$ cat config.mk
export PLATFORM = sky130hd
export DESIGN_NAME = dpwm_gen
export DESIGN_NICKNAME = d
export VERILOG_FILES = /design/src/rtl/dpwm_gen.sv
export SDC_FILE = /design/constraint.sdc
export NUM_CORES = 1
export LEC_CHECK = 0
export CAP_MARGIN = 10
export CORE_MARGIN = 4
export CORE_UTILIZATION = 48
export CTS_BUF_LIST = sky130_fd_sc_hd__clkbuf_4
export DETAILED_ROUTE_END_ITERATION = 8
export GPL_TIMING_DRIVEN = 1
export PLACE_DENSITY = 0.77
export SYNTH_ARGS = -nofsm -noshare
export SYNTH_HDL_FRONTEND = slang
export SYNTH_SLANG_ARGS = --single-unit
export TNS_END_PERCENT = 5
$ cat constraint.sdc
create_clock -name clkm -period 1.75 [get_ports clkm]
set_input_delay 0.35 -clock clkm [delete_from_list [all_inputs] [get_ports clkm]]
set_output_delay 0.35 -clock clkm [all_outputs]
set_load 0.05 [all_outputs]
$ cat src/rtl/dpwm_gen.sv
// ============================================================================
// dpwm_gen
// ----------------------------------------------------------------------------
// Complementary PWM generator with dead time. Takes the duty word from the
// upstream duty counter and turns it into a high-side / low-side gate pair.
// The two gates are never on together, and both are held low for DEADTIME
// clocks at every switch transition.
//
// A free-running period counter (0..PERIOD-1) is compared against a shadow
// copy of the duty word. The shadow only reloads at period boundaries, so a
// duty change never produces a runt pulse in the middle of a period.
//
// Ports
//   clkm          in   system clock, rising edge
//   reset         in   asynchronous reset, active-low (0 = reset)
//   en            in   run enable; 0 forces idle (gates off, counter at 0)
//   duty_in       in   requested duty in clocks (clamped to PERIOD)
//   pwm_h         out  high-side gate, registered
//   pwm_l         out  low-side gate, registered
//   period_start  out  one-clock pulse in the first cycle of each period
//   duty_active   out  duty value currently in effect (shadow register)
//
// Parameters
//   WIDTH     width of duty word and period counter
//   PERIOD    clocks per PWM period, PERIOD <= 2**WIDTH
//   DEADTIME  clocks of both-low at each transition, >= 1
// ============================================================================
module dpwm_gen #(
  parameter int WIDTH    = 10,
  parameter int PERIOD   = 1000,
  parameter int DEADTIME = 4
) (
  input  logic             clkm,
  input  logic             reset,
  input  logic             en,
  input  logic [WIDTH-1:0] duty_in,
  output logic             pwm_h,
  output logic             pwm_l,
  output logic             period_start,
  output logic [WIDTH-1:0] duty_active
);

  // The clamp ceiling is PERIOD, except when PERIOD == 2**WIDTH, where the
  // largest representable duty word is the best available approximation.
  localparam int               DMAX    = (PERIOD > (2**WIDTH) - 1) ? (2**WIDTH) - 1 : PERIOD;
  localparam logic [WIDTH-1:0] DMAX_W  = WIDTH'(DMAX);
  localparam logic [WIDTH-1:0] LAST    = WIDTH'(PERIOD - 1);
  localparam int               DTW     = (DEADTIME > 1) ? $clog2(DEADTIME) : 1;
  localparam logic [DTW-1:0]   DT_LAST = DTW'(DEADTIME - 1);

  typedef enum logic [1:0] {
    IDLE = 2'd0,
    DT   = 2'd1,
    HIGH = 2'd2,
    LOW  = 2'd3
  } state_t;

  state_t           state;
  logic [WIDTH-1:0] cnt;
  logic [DTW-1:0]   dt_cnt;

  logic [WIDTH-1:0] dclamp;
  logic             raw;
  logic             running;
  logic             start;
  logic             wrap;

  // Combinational helpers. raw is the undelayed PWM waveform: duty 0 keeps it
  // low for the whole period, duty PERIOD keeps it high for the whole period.
  // start marks the IDLE->run edge, wrap marks the last count of a period;
  // both are the only moments the shadow duty register may reload.
  always_comb begin
    dclamp  = (duty_in > DMAX_W) ? DMAX_W : duty_in;
    raw     = (cnt < duty_active);
    running = en && (state != IDLE);
    start   = en && (state == IDLE);
    wrap    = running && (cnt == LAST);
  end

  // Period counter, shadow duty register and period_start pulse. The counter
  // sits at 0 whenever the generator is idle or disabled so every run begins
  // with a full period. duty_active is intentionally kept across a disable so
  // the last applied duty stays visible.
  always_ff @(posedge clkm or negedge reset) begin
    if (!reset) begin
      cnt          <= '0;
      duty_active  <= '0;
      period_start <= 1'b0;
    end else begin
      if (running) begin
        cnt <= wrap ? '0 : cnt + WIDTH'(1);
      end else begin
        cnt <= '0;
      end
      if (wrap || start) begin
        duty_active <= dclamp;
      end
      period_start <= wrap || start;
    end
  end

  // Gate FSM. Outputs are assigned together with the next state so each gate
  // is a plain flop decoded from where the FSM is heading. Every route into
  // HIGH or LOW passes through DT, which guarantees the dead time. The DT exit
  // target is raw sampled on the last dead-time clock, so a raw pulse no
  // longer than DEADTIME is absorbed entirely.
  always_ff @(posedge clkm or negedge reset) begin
    if (!reset) begin
      state  <= IDLE;
      dt_cnt <= '0;
      pwm_h  <= 1'b0;
      pwm_l  <= 1'b0;
    end else if (!en) begin
      state  <= IDLE;
      dt_cnt <= '0;
      pwm_h  <= 1'b0;
      pwm_l  <= 1'b0;
    end else begin
      case (state)
        IDLE: begin
          state  <= DT;
          dt_cnt <= '0;
          pwm_h  <= 1'b0;
          pwm_l  <= 1'b0;
        end
        DT: begin
          if (dt_cnt == DT_LAST) begin
            dt_cnt <= '0;
            if (raw) begin
              state <= HIGH;
              pwm_h <= 1'b1;
              pwm_l <= 1'b0;
            end else begin
              state <= LOW;
              pwm_h <= 1'b0;
              pwm_l <= 1'b1;
            end
          end else begin
            dt_cnt <= dt_cnt + DTW'(1);
            pwm_h  <= 1'b0;
            pwm_l  <= 1'b0;
          end
        end
        HIGH: begin
          if (!raw) begin
            state  <= DT;
            dt_cnt <= '0;
            pwm_h  <= 1'b0;
            pwm_l  <= 1'b0;
          end else begin
            pwm_h <= 1'b1;
            pwm_l <= 1'b0;
          end
        end
        LOW: begin
          if (raw) begin
            state  <= DT;
            dt_cnt <= '0;
            pwm_h  <= 1'b0;
            pwm_l  <= 1'b0;
          end else begin
            pwm_h <= 1'b0;
            pwm_l <= 1'b1;
          end
        end
        default: begin
          state  <= IDLE;
          dt_cnt <= '0;
          pwm_h  <= 1'b0;
          pwm_l  <= 1'b0;
        end
      endcase
    end
  end

endmodule

* Yosys cells after proc, flatten, opt, wreduce, memory -nomap -nowiden
Index checks and enable logic that the tools add are counted.
W data, S select, Z words.
** Word-level totals
- Register bits after elaboration :: 27
- Input bits :: 13
- Word-level logic and storage cells :: 51
** Operators by class
- Add/subtract/negate cells :: 2
- Order comparisons :: 2
- Equal/unequal tests :: 8
- Multiplexer cells :: 22
- Reduce and logical (&&, ||, !) cells :: 10
** Operators with widths (number)
- $mux W10 :: 3
- $mux W2 :: 8
- $pmux W2 S4 :: 2
- $add A10 B1 Y10 const B :: 1
- $eq A10 B10 Y1 const B :: 1
- $gt A10 B10 Y1 const B :: 1
- $lt A10 B10 Y1 :: 1
- $ne A3 B3 Y1 const B :: 3
- $mux W1 :: 7
- $eq A2 B2 Y1 const B :: 3
- $pmux W1 S3 :: 2
- $reduce_or A2 Y1 :: 2
- $logic_and A1 B1 Y1 :: 3
- $reduce_and A3 Y1 :: 1
- $add A2 B1 Y2 const B :: 1
- $eq A2 B1 Y1 const B :: 1
- $logic_not A2 Y1 :: 1
- $reduce_and A2 Y1 :: 1
- $reduce_bool A2 Y1 :: 1
- $logic_or A1 B1 Y1 :: 1

* Logic depth before layout (Yosys ltp)
Gate-level depths: netlist of the first run.
- Depth after elaboration :: 5
- Depth in mapped cells :: 8

* Worst setup path before layout of the first run
OpenSTA, ideal clock, no wires.
- Kind :: register -> register
- Start :: reg duty_active[9]
- End :: reg dt_cnt[1]
- Library setup time :: 67 ps
- Arrival :: 2168 ps
- Setup slack :: -485 ps
- Cell stages (with the launch flop) :: 9
- Cells stage by stage :: dfrtp_1 > inv_1 > ha_1 > and4_1 > nand2_1 > a21oi_1 > a2111oi_4 > mux2i_1 > a32o_1
** On the way
- Longest elaborated chain between the ends :: 3
** RTL lines
- start: declaration :: RTL line 40 : output logic [WIDTH-1:0] duty_active
- start signal: assignment :: RTL line 96 : duty_active <= dclamp;
- $lt A10 B10 Y1 * :: RTL line 74 : raw = (cnt < duty_active);
- $ne A3 B3 Y1 (no line)
- $reduce_and A2 Y1 (no line) *
- end signal: assignment :: RTL line 139 : dt_cnt <= dt_cnt + DTW'(1);
- end: declaration :: RTL line 60 : logic [DTW-1:0] dt_cnt;
Mark *: on every way between the ends. The rest lies on a longest branch, timed or not.
A chain may end at the register's enable or synchronous reset.

* Final worst setup path of the first run
- Start :: reg duty_active[7]
- End :: reg dt_cnt[0]
Same word-level chain as after synthesis.

==> results of run 1 <==
[synthesized netlist by cell type]
cell type | instances | area [um2]
dfrtp_1 | 27 | 676
nor2_1 | 17 | 63.8
inv_1 | 12 | 45.0
nand2_1 | 12 | 45.0
ha_1 | 11 | 138
o21ai_0 | 11 | 55.1
nand3_1 | 9 | 45.0
xnor2_1 | 6 | 52.6
and3_1 | 5 | 31.3
a21oi_1 | 3 | 15.0
and3_2 | 2 | 15.0
buf_2 | 2 | 10.0
o21bai_1 | 2 | 15.0
xor2_1 | 2 | 17.5
a2111oi_4 | 1 | 27.5
a211oi_1 | 1 | 7.51
a21oi_2 | 1 | 8.76
a31oi_1 | 1 | 6.26
a32o_1 | 1 | 10.0
and4_1 | 1 | 8.76
mux2i_1 | 1 | 10.0
nand2b_4 | 1 | 13.8
nand4_1 | 1 | 6.26
nand4b_1 | 1 | 8.76
nor2b_1 | 1 | 6.26
nor3_1 | 1 | 5.00
o211ai_1 | 1 | 7.51
o21bai_2 | 1 | 11.3
o2bb2ai_1 | 1 | 8.76
o32a_1 | 1 | 10.0
or3_1 | 1 | 6.26
[cell type report]
cell class / instances / area [um2]
Clock buffer: 4 / 30.0
Timing Repair Buffer: 42 / 353
Fill cell: 198 / 851
Sequential cell: 27 / 687
Tap cell: 31 / 38.8
Multi-Input combinational cell: 97 / 753
Inverter: 12 / 45.0
[kinds of logic after synthesis]
| kind of cell | after synthesis |
|---|---|
| AOI/OAI and AO/OA | 25 |
| xor gates and xnor gates | 8 |
| adders and majority gates | 11 |
| buffers and inverters | 14 |
| DFF | 27 |
| muxes | 1 |
| and+or+nand+nor | 52 |
[per-layer routing]
layer	vias to the layer above	routed length [um]	track usage, %
li1	559	-	-
met1	541	1390	21.4
met2	28	1500	32.4
met3	7	167	3.10
met4	0	50	6.97
met5	-	0	0
[per-stage QoR]
| step | setup slack, ps | cell area [um2] | TNS [ps] |
|---|---|---|---|
| 5_1_grt | -175 | 1910 | -1960 |
| 4_1_cts | -96.5 | 1880 | -308 |
| 2_1_floorplan | -174 | 1460 | -506 |
| 6_report | -98.6 | 1910 | -456 |
| 3_3_place_gp | -33.1 | 1820 | -88.3 |
| 3_5_place_dp | -97.5 | 1820 | -285 |
[timing repair]
item / 4_1_cts / 5_1_grt
endpoints found under the setup margin: 11 / 23
setup buffers: 1 / 0
hold buffers: 0 / 0
gates cloned: 0 / 0
pin swaps: 2 / 1
gates resized for setup: 3 / 6
[worst max path at each step]
stage	cells past startpoint	slack (ps)	to
after global placement	6	-30	dt_cnt[1]$_DFFE_PN0P_
after floorplan	7	-170	dt_cnt[1]$_DFFE_PN0P_
final	7	-100	dt_cnt[0]$_DFFE_PN0P_
after global routing	7	-180	dt_cnt[0]$_DFFE_PN0P_
after CTS	7	-100	dt_cnt[1]$_DFFE_PN0P_
after detailed placement	6	-100	dt_cnt[1]$_DFFE_PN0P_
[sequential cells by signal (all words and copies together), names as in the netlist]
signal / cells
cnt: 10
dt_cnt: 2
duty_active: 10
period_start: 1
pwm_h: 1
pwm_l: 1
state: 2
[critical path, stage by stage (launching register included)]
cell	delay (ps)
dfrtp_2	440
inv_2	80
ha_4	200
a211oi_2	190
nor2_1	100
a2111oi_4	340
mux2i_2	300
o2bb2ai_1	140
[power breakdown]
group / internal [mW] / switching (mW)
clock: 0.105 / 0.183
combinational: 0.146 / 0.242
sequential: 0.668 / 0.0331
total: 0.918 / 0.458
==> results.yml, run 1 <==
outcome:
  outcome: "complete, but fails checks"
  violations: "negative setup slack"
worst_setup_path:
  reg2regPathDepth: 7
  crit_fanout: 3
  critical_path_required_ps: 2010
  regToRegEndpoint: "dt_cnt[0]$_DFFE_PN0P_"
  cp-start-kind: "flop"
  cp.arrival_ps: 2110
  setup.worst_path.class: "reg2reg"
  critPathCaptureType: "flop"
  crit_path_start: "duty_active[7]$_DFFE_PN0P_"
  r2r_setup_slack_ps: -100
  regToRegStartpoint: "duty_active[7]$_DFFE_PN0P_"
pwr:
  irDropWorstVdd_uv: 575
  p_leak_nw: 0.866
  power_mw: 1.38
  powerDensity_mw_per_mm2: 722
detailed_routing:
  detail_route.wl_per_cell_um: 14.6
  routed_via_density: 5.33
  drtAntennaViolNets: 0
  via_count: 1135
  drc_errors: 0
  dr.pass1.iters: 4
  wl_mm: 3.11
  drtIter0Drc: 46
sta:
  setup_ws_ps: -98.6
  relSlewSlack_pct: 77.0
  rsz0062_at_grt: "true"
  slew_viol_final: 0
  clock.fmax_ghz: 0.541
  finalCritPeriodShare_pct: 106
  setup_violations: 10
  fin_skew_ps: 5.98
  period_needed_ps: 1850
  hold_violations: 0
  whs_ps: 375
  worst_pin_slew_ps: 345
die:
  die-width_um: 61.7
  die_h_um: 61.7
  rows: 19
  start_util_pct: 50.3
  dieArea_mm2: 0.00381
  ios: 26
  core_mm2: 0.00276
clocking:
  cts_sinks: 27
  cts_tree: "yes"
  numCtsBuffers: 3
  clockBufferDepth: 2
  h-tree-depth: 1
  clk_pin_slew_worst_paths_ps: 140
  cts_root_buf: "clkbuf_4"
  clk_latency_ps: 320
yosys:
  synth_top_family_by_area: "simple AND/OR/NAND/NOR gates"
  synth_mux_area_share_pct: 0.722
  netlist_area_mm2: 0.00139
  syn_area_per_cell_um2: 10.0
  syn_inst: 138
  ys_warn_count: 0
  synth-compound-area-share_pct: 13.2
  synthXorXnorAreaFrac_pct: 5.05
  synth.distinct_cells: 31
  synth.net_count: 162
  synth_seq_area_share_pct: 48.7
  synth_simple_gate_area_share_pct: 18.4
  synth_fa_ha_area_share_pct: 9.93
  synth.ff_latch_count: 27
grt:
  overflow: 0
  grt_pass1_wl_mm: 4.98
  antenna_found_initial: 0
  grt_max_degree: 28
  grtUsageTotal_pct: 18.1
  grt_pass1_vias: 1172
flow_run:
  cap_viol_max_count: 0
cells_and_area:
  fin_cells: 213
  nets: 207
  mostFrequentLayoutCells: "buf_4 (28), dfrtp_1 (18), nor2_1 (17)"
  final_common_cell: "buf_4"
  final_util_pct: 69.1
  diodes: 0
  area_growth_pct: 37.5
  drive_above_1_share_pct: 37.9
placement:
  portBuffers: 25
  dp_hpwl_mm: 2.38
  dp.cells: 208
  gp_congestion: 0.783
hold_path:
  min_path_type: "in2async"
(Power assumes the default switching activity.)
==> run 2: changes to the inputs <==
- TNS_END_PERCENT: 5 -> default
==> run 2 against run 1 <==
  * The flow still finishes with violations (negative setup slack)
  * Global-route usage grew 1.8 points
  * Sequential power barely moved
  * Largest cell class unchanged
  * Sequential share of layout area down 3.2 points
  * Combinational power grew 17%
  * Count of clock-buffer cells in the layout unchanged
  * Fmax is 3.2% lower
  * Routed wire length is 23% higher
  * Register-to-register slack worse by 60 ps
  * Cell area increased by 9.8%
  * Setup slack worse by 61 ps
==> results.yml, run 2 (same netlist as run 1, synthesis figures left out) <==
outcome:
  violations: "negative setup slack"
  outcome: "complete, but fails checks"
cells_and_area:
  regArea_um2: 687
  biggestRegsByFlops: "cnt (10), duty_active (10)"
  final_common_cell: "buf_4"
  final_util_pct: 76.0
  nFillCells: 164
  nets: 215
  area_growth_pct: 51.1
  diodes: 0
  multiInputGateArea_um2: 866
  drive_above_1_share_pct: 50.5
  fin_area_mm2: 0.00209
  mostFrequentLayoutCells: "buf_4 (32), dfrtp_1 (18), nor2_1 (14)"
clocking:
  clockBufferDepth: 2
  h-tree-depth: 1
  clk_latency_ps: 320
  cts_root_buf: "clkbuf_4"
  cts_hold_buf: 0
  clk_pin_slew_worst_paths_ps: 150
  cts_tree: "yes"
  numCtsBuffers: 3
  cts_sinks: 27
sta:
  worst_pin_slew_ps: 466
  setup_ws_ps: -159
  finalCritPeriodShare_pct: 109
  rsz0062_at_grt: "true"
  relSlewSlack_pct: 68.8
  setup_violations: 14
  period_needed_ps: 1910
  hold_violations: 0
  clock.fmax_ghz: 0.524
  fin_skew_ps: 9.26
  slew_viol_final: 0
grt:
  grt_max_degree: 28
  overflow: 0
  antenna_found_initial: 0
  grt_pass1_vias: 1179
  grtUsageTotal_pct: 19.9
  grt_pass1_wl_mm: 5.45
die:
  start_util_pct: 50.3
  rows: 19
  dieArea_mm2: 0.00381
  core_mm2: 0.00276
  ios: 26
  die_h_um: 61.7
  die-width_um: 61.7
detailed_routing:
  wl_met3_um: 208
  routed_via_density: 5.66
  wl_met2_mm: 1.96
  top_layer_used: "met4"
  drc_errors: 0
  drtIter0Drc: 54
  detail_route.wl_per_cell_um: 17.2
  via_count: 1251
  dr.pass1.iters: 4
  wl_met1_mm: 1.59
  drtAntennaViolNets: 0
  wl_mm: 3.81
worst_setup_path:
  crit_fanout: 3
  reg2regPathDepth: 8
  critical_path_required_ps: 2010
  cp-start-kind: "flop"
  setup.worst_path.class: "reg2reg"
  critPathCaptureType: "flop"
  cp.arrival_ps: 2170
placement:
  gp_congestion: 0.769
  portBuffers: 25
  dp_hpwl_mm: 2.39
  pre_cts_slack_ps: -156
  place_area_mm2: 0.00182
pwr:
  p_leak_nw: 0.927
  power_mw: 1.45
  irDropWorstVdd_uv: 603
  powerDensity_mw_per_mm2: 691
flow_run:
  cap_viol_max_count: 0
hold_path:
  min_path_type: "in2async"
## run 2: cell types whose count changed in the layout (fill, tap and decap cells not counted), moves of 3 or more
cell     previous run  this run
buf_4              28        32
nor2_1             17        14
nand2_1            11         5
nand3_1             9         5
nand2_2             1         5
o21ai_1             0         6
nand3_2             0         4
o21ai_0            11         3
buf_6               2         6
## run 2: power by group
part           internal, mW  switching [mW]  leakage, nW  total [mW]
Clock                 0.105           0.184       0.0184       0.289
Combinational         0.178           0.277        0.565       0.455
Sequential            0.668          0.0356        0.344       0.703
Total                 0.951           0.497        0.927        1.45
## run 2: path summary, 6_finish.rpt
| check | from | end | slack, ps |
|---|---|---|---|
| worst max-delay path | duty_active[3]$_DFFE_PN0P_ | state[1]$_DFFE_PN0P_ | -160 |
| max in group asynchronous | reset | duty_active[8]$_DFFE_PN0P_ | 1080 |
| min in group clkm | dt_cnt[1]$_DFFE_PN0P_ | dt_cnt[1]$_DFFE_PN0P_ | 530 |
| worst min-delay path | reset | pwm_l$_DFF_PN0_ | 380 |
| worst max register to register | duty_active[3]$_DFFE_PN0P_ | state[1]$_DFFE_PN0P_ | -160 |
| worst min register to register | dt_cnt[1]$_DFFE_PN0P_ | dt_cnt[1]$_DFFE_PN0P_ | 530 |
## run 2: final cells by class
cell class / instances / area share, %
Tap cell: 31 / 1.85
Clock buffer: 4 / 1.43
Sequential cell: 27 / 32.8
Multi-Input combinational cell: 97 / 41.3
Timing Repair Buffer: 50 / 20.4
Inverter: 12 / 2.15
## run 2: critical path, cell delays in order, from the launching register on
cell	delay, ps
dfrtp_2	450
inv_2	70
ha_4	200
buf_4	130
nand3_1	120
a21oi_4	80
a2111oi_4	330
mux2i_2	320
o21bai_1	160
## run 2: metal layers
| metal | GRT usage (%) | vias up |
|---|---|---|
| met3 | 3.93 | 6 |
| met5 | 0 | - |
| li1 | - | 584 |
| met4 | 8.18 | 0 |
| met2 | 35.1 | 33 |
| met1 | 23.5 | 628 |
## run 2: timing repair
action                                  4_1_cts  5_1_grt
pin swaps                                    11       11
endpoints found under the setup margin       14       25
setup buffers                                 5        3
cloned                                        2        1
resized for setup                            17       33
## run 2: stage by stage
stage          TNS, ps  hold WS (ps)  std cells
2_1_floorplan     -502          54.4        138
3_3_place_gp     -72.8           478        208
3_5_place_dp      -546           496        208
4_1_cts           -413           374        217
5_1_grt          -2140           387        221
6_report          -940           381        221
==> run 3: changes to the inputs <==
- REMOVE_ABC_BUFFERS: default -> 1
==> run 3 against run 2 <==
  * The flow still finishes with violations (negative setup slack)
  * Count of clock-buffer cells in the layout unchanged
  * Critical path type unchanged
  * Combinational power decreased by 4.6%
  * Final cell count increased by 1.8%
==> results.yml, run 3 (same netlist as run 1, synthesis figures left out) <==
outcome:
  outcome: "complete, but fails checks"
  violations: "negative setup slack"
sta:
  rsz0062_at_grt: "true"
  setup_ws_ps: -256
  finalSetupTns_ps: -1490
  slew_viol_final: 0
  clock.fmax_ghz: 0.499
  worst_pin_slew_ps: 350
  relSlewSlack_pct: 76.6
  hold_violations: 0
  setup_violations: 15
  period_needed_ps: 2010
  fin_skew_ps: 4.20
  finalCritPeriodShare_pct: 115
worst_setup_path:
  regToRegEndpoint: "dt_cnt[0]$_DFFE_PN0P_"
  cp.arrival_ps: 2260
  critical_path_required_ps: 2010
  critPathCapture: "dt_cnt[0]$_DFFE_PN0P_"
  reg2regPathDepth: 7
  crit_fanout: 3
  regToRegStartpoint: "duty_active[8]$_DFFE_PN0P_"
  critPathCaptureType: "flop"
  setup.worst_path.class: "reg2reg"
  crit_path_start: "duty_active[8]$_DFFE_PN0P_"
  r2r_setup_slack_ps: -260
  cp-start-kind: "flop"
cells_and_area:
  fin_cells: 225
  nFillCells: 192
  biggestRegsByFlops: "cnt (10), duty_active (10)"
  nets: 219
  multiInputGateArea_um2: 748
  final_common_cell: "buf_4"
  area_growth_pct: 43.7
  diodes: 0
  mostFrequentLayoutCells: "buf_4 (37), dfrtp_1 (27), nor2_1 (15)"
  regArea_um2: 676
  drive_above_1_share_pct: 36.6
placement:
  dp.cells: 213
  portBuffers: 25
  gp_congestion: 0.789
  dp_hpwl_mm: 2.50
pwr:
  powerDensity_mw_per_mm2: 708
  p_leak_nw: 0.952
  irDropWorstVdd_uv: 532
detailed_routing:
  top_layer_used: "met4"
  wl_met2_mm: 1.82
  drtIter0Drc: 56
  routed_via_density: 5.34
  wl_met1_mm: 1.51
  dr.pass1.iters: 4
  drtAntennaViolNets: 0
  wl_met3_um: 155
  drc_errors: 0
  via_count: 1201
  detail_route.wl_per_cell_um: 16.0
  wl_mm: 3.59
clocking:
  cts_hold_buf: 0
  cts_root_buf: "clkbuf_4"
  clk_pin_slew_worst_paths_ps: 140
  h-tree-depth: 1
  clk_latency_ps: 320
  clockBufferDepth: 2
  cts_sinks: 27
  cts_tree: "yes"
  numCtsBuffers: 3
die:
  start_util_pct: 50.3
  die_h_um: 61.7
  rows: 19
  core_mm2: 0.00276
  ios: 26
  die-width_um: 61.7
  dieArea_mm2: 0.00381
grt:
  grtUsageTotal_pct: 19.1
  grt_max_degree: 28
  grt_pass1_vias: 1208
  antenna_found_initial: 0
  overflow: 0
  grt_pass1_wl_mm: 5.44
hold_path:
  min_path_type: "in2async"
flow_run:
  cap_viol_max_count: 0
run 3: how the worst min path moves through the flow:
stage,startpoint,to,slack [ps],cells past startpoint
finish,reset,duty_active[4]$_DFFE_PN0P_,380,2
detailed placement,dt_cnt[1]$_DFFE_PN0P_,dt_cnt[1]$_DFFE_PN0P_,490,1
global placement,dt_cnt[1]$_DFFE_PN0P_,dt_cnt[1]$_DFFE_PN0P_,480,1
floorplan,reset,cnt[0]$_DFF_PN0_,50,0
CTS,reset,duty_active[4]$_DFFE_PN0P_,400,2
global route,reset,duty_active[4]$_DFFE_PN0P_,400,2
run 3: cell type report:
| type | instances | area share [%] |
|---|---|---|
| inverter | 12 | 2.26 |
| multi-input combinational | 97 | 37.6 |
| clock buffer | 4 | 1.51 |
| sequential | 27 | 33.9 |
| timing repair buffer | 54 | 22.8 |
| tap | 31 | 1.95 |
run 3: what timing repair did:
action                                  4_1_cts  5_1_grt
gates resized for setup                      15       19
cloned                                        1        2
setup buffers                                 3        6
endpoints found under the setup margin        7       25
pin swaps                                     6       10
run 3: where the power goes:
group	total [mW]	switching, mW	internal [mW]
clock	0.284	0.179	0.105
sequential	0.693	0.0303	0.662
combinational	0.434	0.257	0.178
total	1.41	0.466	0.945
run 3: worst max-delay path: stages (launching register included):
cell	delay, ps
dfrtp_1	420
inv_2	90
ha_1	250
and4_4	190
buf_6	110
a2111oi_4	410
mux2i_2	320
o2bb2ai_1	150
run 3: per-layer routing:
metal	GRT usage (%)	vias to the layer above
met2	32.3	26
li1	-	586
met4	6.97	0
met3	3.31	11
met1	24.6	578
met5	0	-
run 3: through the flow:
step / power, mW / hold WS (ps) / instance area [um2] / setup WS (ps) / utilization, %
after floorplan: 0.910 / 54.4 / 1380 / -485 / -
after global placement: 1.07 / 479 / 1790 / -117 / 64.9
after detailed placement: 1.08 / 490 / 1790 / -250 / 64.9
after CTS: 1.38 / 398 / 1900 / -190 / 69.0
after global routing: 1.48 / 402 / 1990 / -351 / 72.2
final: 1.41 / 381 / 1990 / -256 / 72.2
==> edit 1: new RTL, config.mk and constraints of run 2 <==
Reset style: synchronous (`reset`), changed in 2 clocked blocks. Comments in the files are not updated.
--- a/src/rtl/dpwm_gen.sv
+++ b/src/rtl/dpwm_gen.sv
@@ -82,5 +82,5 @@
   // with a full period. duty_active is intentionally kept across a disable so
   // the last applied duty stays visible.
-  always_ff @(posedge clkm or negedge reset) begin
+  always_ff @(posedge clkm) begin
     if (!reset) begin
       cnt          <= '0;
@@ -105,5 +105,5 @@
   // target is raw sampled on the last dead-time clock, so a raw pulse no
   // longer than DEADTIME is absorbed entirely.
-  always_ff @(posedge clkm or negedge reset) begin
+  always_ff @(posedge clkm) begin
     if (!reset) begin
       state  <= IDLE;
Check against the original RTL: differs if reset is asserted again (counterexample within 4 cycles, from zero or initial values and one cycle with reset low); with reset held inactive, the same outputs for 10 cycles.
==> edit 1 against run 2 <==
The flow still finishes with violations (setup timing). Synthesized area down 2.2%. Wire length down 17%. Setup slack better by 0.11 ns. Combinational power down 45%. Worst hold slack better by 0.11 ns. Design area down 8.5%. Power down 19%. Clock power down 2%. Critical path depth down 2. Sequential cell count unchanged. Final cell count up 3.2%. Highest routed layer unchanged.
==> edit 1: results (changes against run 2) <==
[synthesis]
synth_xor_area_frac = 0.0387  ; was 0.0505
synth-compound-area-share = 0.161  ; was 0.132
yosysSeqAreaShare = 0.399  ; was 0.487
synth_top_cells_by_area = dfxtp_1 40%, ha_1 10%, nand2_1 6.9%  ; was dfrtp_1 49%, ha_1 9.9%, nor2_1 4.6%
post_synth.cell_area_avg_sq_um = 8.81  ; was 10.0 sq um
synth_fa_ha_area_frac = 0.101  ; was 0.0993
mappedNetlistNets = 178  ; was 162
synth_top_cells_by_count = 27 x dfxtp_1, 25 x nand2_1, 14 x nor2_1  ; was 27 x dfrtp_1, 17 x nor2_1, 12 x inv_1, 12 x nand2_1
synthesis.yosys.warnings = 0  ; unchanged
post_synth_num_cell_types = 38  ; was 31
async_reset_ff_frac = 0  ; was 1.00
multiplexer_share_of_the_synthesized_area = 0.0304  ; was 0.00722

[global_routing]
grt_pass1_wl_microns = 5070  ; was 5450 microns
grt_pass1_vias = 1194  ; was 1,179
antenna_found_initial = 0  ; unchanged
track_usage = 0.184  ; was 0.199
maximum_number_of_pins_on_one_net_before_global_route_repair = 17  ; was 28

[clocking]
number_of_buffers_inserted_during_clock_tree_synthesis = 3  ; unchanged
clk_pin_slew_worst_paths_ns = 0.15  ; about the same
cts_buffer_depth = 2  ; unchanged
clk_root_buffer_cell = clkbuf_4  ; unchanged
max_h_tree_level = 1  ; unchanged
clock_latency_ns = 0.33

[layout]
top_regs = cnt (10), duty_active (10)  ; unchanged
post_route_cells_drive_above_1_share = 0.381  ; was 0.505
diodes = 0  ; unchanged
finalNetCount = 222  ; was 215

[route]
wire_per_inst_microns = 13.8  ; was 17.2 microns
dr.pass1.iters = 5  ; was 4
drt-vias-per-instance = 5.31  ; was 5.66
drt-total-wl_microns = 3160  ; was 3810 microns
initialDrtViolationCount = 30  ; was 54

[run_status]
violations = setup timing  ; unchanged
run_status = finished with violations  ; unchanged

[sta]
finalSetupViolCount = 3  ; was 14
setup_ws_ns = -0.0473  ; was -0.159 ns
sum_of_negative_setup_slack_ns = -0.127  ; was -0.940 ns
worstMarginPinSlew_ns = 0.363  ; was 0.466 ns
fin_skew_ns = 0.00715  ; was 0.00926 ns

[power_and_ir_drop]
vdd_drop_max_uv = 481  ; was 603 uV
p_switching_uw = 344  ; was 497 uW
cellLeakagePower_nw = 0.767  ; was 0.927 nW

[placement]
hpwlAfterDp_microns = 2450  ; was 2390 microns
placement.setup.worst_slack_ns = -0.227  ; was -0.156 ns
globalplace.congestion = 0.757  ; was 0.769
dpl_cell_area_sq_um = 1800  ; was 1820 sq um
numPortBuffers = 25  ; unchanged

[hold_path]
worst_min_delay_path_category = reg2reg  ; was in2async

[worst_setup_path]
worst-endpoint-arrival_ns = 2.03  ; was 2.17 ns
timing.critical_path.fanout_max = 3  ; unchanged
max_stage_delay_ns = 0.39  ; was 0.45 ns
critical-path-top-delay-family = compound AO/OA/AOI/OAI gates  ; unchanged
crit_slowest_cell = dfxtp_4  ; was dfrtp_2

## edit 1: final cells by class
type | count | area [sq um]
Inverter | 12 | 45.0
Fill cell | 223 | 817
Timing Repair Buffer | 41 | 340
Clock buffer | 3 | 22.5
Multi-Input combinational cell | 113 | 883
Tap cell | 31 | 38.8
Sequential cell | 27 | 581
Clock inverter | 1 | 6.26
## edit 1: layer usage
metal	GRT usage	wire length [microns]	up-vias
li1	-	-	620
met1	0.212	1400	563
met2	0.346	1590	23
met3	0.0314	115	4
met4	0.0464	46	0
met5	0	0	-
## edit 1: power by group through the flow
stage / Combinational, mW / Clock [mW] / Sequential (mW)
global route: 0.269 / 0.324 / 0.646
detailed placement: 0.228 / 0 / 0.657
finish: 0.251 / 0.284 / 0.643
global placement: 0.224 / 0 / 0.656
CTS: 0.242 / 0.301 / 0.643
floorplan: 0.0924 / 0 / 0.707
## edit 1: worst paths after layout
path              depth (start not counted)  slack, ns           start   endpoint
setup reg to reg                          6      -0.05  duty_active[7]   state[1]
hold / removal                            2       0.49       dt_cnt[1]  dt_cnt[1]
setup / recovery                          6      -0.05  duty_active[7]   state[1]
hold reg to reg                           2       0.49       dt_cnt[1]  dt_cnt[1]
## edit 1: timing repair
action / in CTS / in global routing
setup buffers: 3 / 1
pin swaps: 3 / 3
resized for setup: 7 / 11
gates cloned: 0 / 1
endpoints found under the setup margin: 12 / 23
hold endpoints to repair: 0 / 0
## edit 1: logic make-up after synthesis
logic type / Yosys count
AND/OR/NAND/NOR: 63
AO/OA/AOI/OAI: 28
flip-flops: 27
buffers and inverters: 15
adder cells (fa/ha/maj): 11
XOR/XNOR: 6
multiplexers: 4
==> edit 2: new RTL, config.mk and constraints of run 2 <==
Made on the original files. The parameter `DEADTIME` goes from 4 to 8.
--- a/src/rtl/dpwm_gen.sv
+++ b/src/rtl/dpwm_gen.sv
@@ -29,5 +29,5 @@
   parameter int WIDTH    = 10,
   parameter int PERIOD   = 1000,
-  parameter int DEADTIME = 4
+  parameter int DEADTIME = 8
 ) (
   input  logic             clkm,
Formal check against the unedited RTL: not equivalent (a bounded check fails within 10 cycles, from zero or initial values and one cycle with reset low).
==> edit 2 against run 2 <==
Critical path depth is 1 lower. Synthesized area rose by 3.2%. Die area increased by 2.8%. Sequential power grew 2%. Final cell count shrank 0.90%. Design area down 5.4%. Wire length down 15%. Synthesized cell count rose by 4.3%. The run still ends with setup timing left. Global-route usage down 2.6 points. Setup slack got worse by 0.062 ns. Power is 4.1% lower. Sequential cell count increased by 1. Maximum frequency down 3.1%. Critical endpoint is now dt_cnt[1].
==> edit 2: results (changes against run 2) <==
[layout]
finalNetCount = 214  ; was 215
top_regs = cnt (10), duty_active (10), dt_cnt (3)  ; was cnt (10), duty_active (10)
fillerInstances = 210  ; was 164

[global_routing]
antenna_found_initial = 0  ; unchanged
track_usage = 0.173  ; was 0.199
grt_pass1_wl_microns = 5440  ; was 5450 microns

[sta]
finalSetupViolCount = 5  ; was 14
fin_skew_ns = 0.0115  ; was 0.00926 ns
relSlewSlack = 0.753  ; was 0.688
setup_ws_ns = -0.221  ; was -0.159 ns

[clocking]
max_h_tree_level = 1  ; unchanged
number_of_setup_buffers_added_after_cts = 0  ; was 5
clock_latency_ns = 0.34  ; was 0.32 ns

[placement]
hpwlAfterDp_microns = 2380  ; was 2390 microns
globalplace.congestion = 0.818  ; was 0.769
placement.setup.worst_slack_ns = -0.0976  ; was -0.156 ns

[worst_setup_path]
worst-endpoint-arrival_ns = 2.25  ; was 2.17 ns
timing.critical_path.fanout_max = 4  ; was 3
r2r_cells = 7  ; was 8

[synthesis]
synth_top_cells_by_count = 28 x dfrtp_1, 14 x o21ai_0, 13 x inv_1  ; was 27 x dfrtp_1, 17 x nor2_1, 12 x inv_1, 12 x nand2_1
mappedNetlistNets = 169  ; was 162
synth_top_cells_by_area = dfrtp_1 49%, ha_1 10%, o21ai_0 4.9%  ; was dfrtp_1 49%, ha_1 9.9%, nor2_1 4.6%

[route]
vias = 1210  ; was 1,251
initialDrtViolationCount = 70  ; was 54

[run_status]
run_status = finished with violations  ; unchanged
violations = setup timing  ; unchanged

## edit 2: cell types whose count changed in the layout (fill, tap and decap cells not counted), sizes merged, moves of 3 or more
| cell | delta |
|---|---|
| buf | -8 |
| nor2 | -5 |
| and3 | -4 |
| xnor2 | -4 |
| nor3b | +3 |
| o21ai | +3 |
## edit 2: what timing repair did
action / in CTS / in global routing
setup endpoints to repair: 5 / 20
gates cloned: 0 / 2
pin swaps: 3 / 3
gates resized for setup: 1 / 12
## edit 2: worst paths after layout
kind / slack (ns) / from / end
setup / recovery: -0.22 / cnt[3] / dt_cnt[1]
hold / removal: 0.37 / reset / period_start
setup reg to reg: -0.22 / cnt[3] / dt_cnt[1]
hold reg to reg: 0.55 / dt_cnt[2] / dt_cnt[2]
max in group asynchronous: 1.10 / reset / duty_active[3]
min in group clkm: 0.55 / dt_cnt[2] / dt_cnt[2]
## edit 2: worst max-delay path, cell delays in order (launching register included)
cell and delay [ns]:
dfrtp_1 0.45, ha_4 0.26, a21o_1 0.16, a21oi_2 0.14, nor3b_1 0.07, nor4_2 0.28
xor2_1 0.33, a32o_2 0.22
## edit 2: kinds of logic after synthesis
kind of cell	count (synthesis)	synth area share
xor gates and xnor gates	6	0.0367
DFF	28	0.490
buffers and inverters	15	0.0402
muxes	1	0.00700
AOI/OAI and AO/OA	30	0.133
adders and majority gates	12	0.105
and+or+nand+nor	52	0.188
## edit 2: power by group
| part | switching, mW | internal [mW] | total, mW |
|---|---|---|---|
| Combinational | 0.235 | 0.140 | 0.375 |
| Clock | 0.192 | 0.105 | 0.297 |
| Sequential | 0.0273 | 0.689 | 0.716 |
## edit 2: per-stage QoR
stage	power [mW]	instances	cell area [sq um]	utilization
after global routing	1.47	219	1980	0.707
after global placement	1.08	213	1890	0.674
after floorplan	0.950	144	1530	-
final	1.39	219	1980	0.707
after CTS	1.38	217	1920	0.686
after detailed placement	1.10	213	1890	0.674
## edit 2: cell type report
| cell class | instances | area share |
|---|---|---|
| repair buffers | 42 | 0.178 |
| inverters | 13 | 0.0246 |
| well taps | 31 | 0.0196 |
| flip-flops and latches | 28 | 0.359 |
| multi-input cells | 101 | 0.403 |
| clock buffers | 4 | 0.0152 |
## edit 2: metal layers
layer | GRT usage | part of all wire | wire, microns
met1 | 0.217 | 0.44 | 1430
met2 | 0.286 | 0.49 | 1590
met3 | 0.0378 | 0.051 | 167
met4 | 0.0716 | 0.016 | 52
met5 | 0 | 0 | 0
